<file path="config.mk">
export PLATFORM = sky130hd
export DESIGN_NAME = apb_master
export DESIGN_NICKNAME = d
export VERILOG_FILES = /design/src/rtl/apb_pkg.sv /design/src/rtl/apb_master.sv
export SDC_FILE = /design/constraint.sdc
export NUM_CORES = 1
export LEC_CHECK = 0
export ABC_CLOCK_PERIOD_IN_PS = 2950
export CAP_MARGIN = 20
export CORE_UTILIZATION = 40
export DETAILED_ROUTE_END_ITERATION = 12
export HOLD_SLACK_MARGIN = 0.12
export PLACE_DENSITY = 0.82
export REMOVE_ABC_BUFFERS = 1
export SYNTH_ARGS = -nofsm -noshare
export SYNTH_HDL_FRONTEND = slang
export SYNTH_SLANG_ARGS = --single-unit
</file>
<file path="constraint.sdc">
create_clock -name pclk -period 2.95 [get_ports pclk]
set_input_delay 0.59 -clock pclk [delete_from_list [all_inputs] [get_ports pclk]]
set_output_delay 0.59 -clock pclk [all_outputs]
set_load 0.005 [all_outputs]
</file>
<file path="src/rtl/apb_pkg.sv">
// ---------------------------------------------------------------------------
// apb_pkg
// Shared definitions for the APB3 requester:
//   - apb_state_e   : requester FSM states (IDLE, SETUP, ACCESS)
//   - CMD_*         : command encodings on add_i (2'b10 is reserved, acts as NOP)
//   - APB_ADDR_W / APB_DATA_W : default bus widths
//   - is_xfer_cmd() : true for the two encodings that start a transfer
// ---------------------------------------------------------------------------
package apb_pkg;

  localparam int APB_ADDR_W = 32;
  localparam int APB_DATA_W = 32;

  typedef enum logic [1:0] {
    IDLE   = 2'b00,
    SETUP  = 2'b01,
    ACCESS = 2'b10
  } apb_state_e;

  localparam logic [1:0] CMD_NOP   = 2'b00;
  localparam logic [1:0] CMD_READ  = 2'b01;
  localparam logic [1:0] CMD_WRITE = 2'b11;

  function automatic logic is_xfer_cmd(input logic [1:0] cmd);
    return (cmd == CMD_READ) || (cmd == CMD_WRITE);
  endfunction

endpackage

</file>
<file path="src/rtl/apb_master.sv">
// ---------------------------------------------------------------------------
// apb_master
// APB3 requester: accepts single-word READ/WRITE commands while idle and runs
// the IDLE -> SETUP -> ACCESS handshake on the slave bus, honouring wait
// states and pslverr. Returns read data, a one-cycle done pulse and an error
// flag to the command source.
//
// Optional feature: define APB_TIMEOUT_EN to abort an ACCESS phase that has
// waited TIMEOUT_CYCLES cycles without pready_i (done_o + err_o + timeout_o).
// Without the macro the ACCESS phase waits indefinitely and timeout_o is 0.
//
// Ports
//   pclk, preset_n            clock, asynchronous active-low reset
//   add_i, addr_i, wdata_i    command, address, write data (sampled in IDLE)
//   cmd_ready_o               high in IDLE: a command is accepted this cycle
//   psel_o .. pwdata_o        APB requester outputs
//   prdata_i, pready_i,
//   pslverr_i                 APB slave responses
//   rdata_o                   data of the last completed READ
//   done_o, err_o, timeout_o  completion pulse and status (valid with done_o)
// ---------------------------------------------------------------------------
module apb_master
  import apb_pkg::*;
#(
  parameter int ADDR_W         = APB_ADDR_W,
  parameter int DATA_W         = APB_DATA_W,
  parameter int TIMEOUT_CYCLES = 16
) (
  input  logic              pclk,
  input  logic              preset_n,
  input  logic [1:0]        add_i,
  input  logic [ADDR_W-1:0] addr_i,
  input  logic [DATA_W-1:0] wdata_i,
  output logic              cmd_ready_o,
  output logic              psel_o,
  output logic              penable_o,
  output logic [ADDR_W-1:0] paddr_o,
  output logic              pwrite_o,
  output logic [DATA_W-1:0] pwdata_o,
  input  logic [DATA_W-1:0] prdata_i,
  input  logic              pready_i,
  input  logic              pslverr_i,
  output logic [DATA_W-1:0] rdata_o,
  output logic              done_o,
  output logic              err_o,
  output logic              timeout_o
);

  apb_state_e        state_q, state_d;
  logic [ADDR_W-1:0] addr_q;
  logic [DATA_W-1:0] wdata_q;
  logic              write_q;
  logic [DATA_W-1:0] rdata_q;
  logic              done_q;
  logic              err_q;
  logic              timeout_q;

  logic cmd_go;
  logic xfer_done;
  logic timeout_hit;

  assign cmd_go    = (state_q == IDLE) && is_xfer_cmd(add_i);
  // pslverr_i only matters on the completing edge of ACCESS.
  assign xfer_done = (state_q == ACCESS) && pready_i;

`ifdef APB_TIMEOUT_EN
  localparam int CNT_W = $clog2(TIMEOUT_CYCLES + 1);

  logic [CNT_W-1:0] wait_cnt_q;

  // Abort only when the slave is still stalling with the counter at the
  // limit; pready_i on that same cycle wins and completes normally.
  assign timeout_hit = (state_q == ACCESS) && !pready_i &&
                       (wait_cnt_q == CNT_W'(TIMEOUT_CYCLES));

  always_ff @(posedge pclk or negedge preset_n) begin
    if (!preset_n) begin
      wait_cnt_q <= '0;
    end else if (state_q == SETUP) begin
      wait_cnt_q <= '0;
    end else if ((state_q == ACCESS) && !pready_i && !timeout_hit) begin
      wait_cnt_q <= wait_cnt_q + 1'b1;
    end
  end
`else
  assign timeout_hit = 1'b0;
`endif

  always_comb begin
    state_d = state_q;
    case (state_q)
      IDLE:    if (cmd_go) state_d = SETUP;
      SETUP:   state_d = ACCESS;
      ACCESS:  if (xfer_done || timeout_hit) state_d = IDLE;
      default: state_d = IDLE;
    endcase
  end

  always_ff @(posedge pclk or negedge preset_n) begin
    if (!preset_n) begin
      state_q   <= IDLE;
      addr_q    <= '0;
      wdata_q   <= '0;
      write_q   <= 1'b0;
      rdata_q   <= '0;
      done_q    <= 1'b0;
      err_q     <= 1'b0;
      timeout_q <= 1'b0;
    end else begin
      state_q <= state_d;
      // Bus address/direction/data are captured once per command and held
      // through IDLE so the bus does not toggle between transfers.
      if (cmd_go) begin
        addr_q  <= addr_i;
        write_q <= (add_i == CMD_WRITE);
        if (add_i == CMD_WRITE) begin
          wdata_q <= wdata_i;
        end
      end
      if (xfer_done && !write_q) begin
        rdata_q <= prdata_i;
      end
      done_q    <= xfer_done || timeout_hit;
      err_q     <= (xfer_done && pslverr_i) || timeout_hit;
      timeout_q <= timeout_hit;
    end
  end

  assign cmd_ready_o = (state_q == IDLE);
  assign psel_o      = (state_q == SETUP) || (state_q == ACCESS);
  assign penable_o   = (state_q == ACCESS);
  assign paddr_o     = addr_q;
  assign pwrite_o    = write_q;
  assign pwdata_o    = wdata_q;
  assign rdata_o     = rdata_q;
  assign done_o      = done_q;
  assign err_o       = err_q;
  assign timeout_o   = timeout_q;

endmodule

</file>
==> results list <==
- No sink is reached through more buffers than the 2 on the longest clock path.
* Hold buffer count at cts: 0
- Top-level port count: 205
- Global routing finished with a remaining overflow of 0.
* Sink Count: roughly 100
- Placer Congestion: 0.721
- Vias per cell: 4.68
- Final WL: roughly 9.2 mm
* Peak supply drop: about 0.00050 V
* Area of the mapped netlist: 3970 sq um
- After synthesis, the mean cell area works out to 17.5 sq um.
- Die extent in y: 102 um
* # Max-Cap Violations: 0
- Post-synthesis sequential element count: around 100
* Number of nets at the end of the flow: 539
* Power per unit of standard cell area: a little under 1000 nW/um^2
- All-layer global routing usage: 18.1%
* Largest net degree at the start of global routing: 53
* Overall die width: 102 um
* Max Fclk: roughly 440 MHz
- Yosys mapped a number of flops with a built-in enable equal to 0.
- Timing analysis after detailed placement gives a worst setup slack of slightly above 500 ps.
- Crit Path Max Fanout: 5
* Final Worst Setup Slack: 698 ps
- For the final routed database, the setup TNS stands at 0 ps.
- Worst setup path start: state_q[0]
* Layout cell share with drive strength beyond 1: 28.0%
* Count of different cell masters after synthesis: 19
* Initial DRC count: 27
- The max-slew violation count was 0.
* Max H-tree Level: 3
- Via count of the first global-routing pass: approximately 2900
- Most frequent cell after synthesis: sky130_fd_sc_hd__dfrtp_1
- Share of synthesized area occupied by flip-flops and latches: a little under two thirds
- The critical path is of the reg2out type.
* Dominant synthesized flop cell: sky130_fd_sc_hd__dfrtp_1
- Wire length per cell after detailed routing: around 16 um
- Antenna diode count: 0
* Inserted Clock Buffers: 9
* Leading area contributor after synthesis: sky130_fd_sc_hd__dfrtp_1
- Post-DP HPWL: 6.95 mm
- Hold Violations, Final: 0
- Post-synth top cells: sky130_fd_sc_hd__dfrtp_1 (101), sky130_fd_sc_hd__mux2_2 (67), sky130_fd_sc_hd__mux2_4 (30)
* Share of the synthesized area in the top cell type: 63.7%
* RSZ-0062 raised after global routing: false
- Worst r2r src: state_q[0]
- TritonCTS built the clock tree.
* Arrival time of the worst setup path: 1660 ps
* Iteration count of the initial detailed-routing pass: 2
- Global-route wire length before repair: 14.2 mm
* Number of instances in the synthesized netlist: about 230
- Setup crit start kind: flip-flop
- Post-route minimum period: ~2300 ps
- Async set-or-reset flop fraction in the synthesized netlist: 100%
- The run finished with clean final reports.
* Clock root cell: sky130_fd_sc_hd__clkbuf_8
* Via count: 2660
* Reg clk slew, reported paths: ~100 ps
* Worst setup EP type: output port
* Required arrival time at the worst endpoint: 2360 ps
* Antenna violations before repair: 0
* Fin util: 66.9%
- During placement, the flow inserted port buffers numbering 203.
- For this run, the number of Yosys warnings is 0.
* Skew final: 13.5 ps
* Headroom to the max-slew limit: 47.7%
* Number of buffers inserted to repair setup after CTS: 0
- Area growth, synth to finish: 58.8%
- Hold/Removal Path Class: in2async
- Once the floorplan was initialized, standard cells occupied 42.1% of the core.
- Yosys attributes the largest share of cell area to sky130_fd_sc_hd__dfrtp_1 (64%), sky130_fd_sc_hd__mux2_2 (19%), sky130_fd_sc_hd__mux2_4 (11%).
- In this run the standard cell core region covers 9420 sq um.
- Cts repair resizes: 0
* Final number of setup-violating endpoints: 0
* Number of remaining DRC errors: 0
* Later-pin clock latency in the skew report: 350 ps
- The floorplan step defined a die boundary enclosing around 10000 sq um.
* Remaining antenna violation count: 0
- Tightest Pin Transition: between 700 and 800 ps
* Leakage power figure: 2.77 nW
- In this run the core area contains 35 standard-cell rows.
- Period Utilization, post-route: 76.4%
[area by class of cell]
cell class | count | area (sq um)
clock buffer | 12 | 165
multi-input combinational | 112 | 1320
tap | 129 | 161
inverter | 3 | 11.3
fill | 704 | 3120
sequential | 101 | 2530
timing repair buffer | 207 | 2080
clock inverter | 4 | 31.3
[cell usage in the layout, fill, tap and decap left out, drive strengths merged]
cell type and count:
clkbuf 12, nand3 1, mux2 97, o21ai 1
conb 1, buf 5, nand2 3, ha 3
dfrtp 101, and2b 1, clkinv 4, clkdlybuf4s50 202
o21a 1, nand2b 1, inv 3, and2 1
and3 1, a21oi 1
[registers in the layout (all words and copies together) (netlist names)]
name      count
pwdata_o     32
rdata_o      32
pwrite_o      1
err_o         1
state_q       2
paddr_o      32
done_o        1
[per-stage QoR]
step / power (mW) / hold WS [ps] / instance area, sq um / instances
2_1_floorplan: 3.50 / 294 / 3860 / 216
3_3_place_gp: 5.24 / 486 / 6100 / 552
3_5_place_dp: 5.34 / 492 / 6100 / 552
4_1_cts: 6.20 / 270 / 6300 / 568
5_1_grt: 6.49 / 298 / 6300 / 568
6_report: 6.12 / 250 / 6300 / 568
[worst paths after layout]
check	endpoint	slack, ps	depth (start not counted)
worst min register to register	paddr_o[28]	510	1
max in group asynchronous	rdata_o[2]	1980	2
worst max-delay path	cmd_ready_o	700	3
min in group pclk	paddr_o[28]	510	1
worst max register to register	pwdata_o[26]	900	4
worst min-delay path	paddr_o[3]	250	1
[metal layers]
layer  routed length [um]  global-route usage, %  vias up
met1                 3390                   19.8     1310
li1                     -                      -     1195
met3                  738                   4.62       24
met4                  284                   8.25        0
met2                 4780                   32.9      131
met5                    0                      0        -
[critical path, cell delays in order, from the launching register on]
cell,delay (ps)
sky130_fd_sc_hd__dfrtp_1,400
sky130_fd_sc_hd__inv_1,100
sky130_fd_sc_hd__ha_1,270
sky130_fd_sc_hd__clkdlybuf4s50_1,550
[power breakdown]
group          total [mW]  internal (mW)  leakage, nW  switching (mW)
Clock               0.845          0.380        0.103           0.465
Sequential           2.44           2.08         1.21           0.366
Combinational        2.83           2.05         1.46           0.781
[cells by family after synthesis]
logic type / share of synthesized area [%]
adders and majority gates: 0.946
muxes: 30.4
other: 0.0945
and+or+nand+nor: 1.39
AOI/OAI and AO/OA: 0.441
DFF: 63.7
buffers and inverters: 3.03
Note: power is estimated with default switching activity, not from simulation.
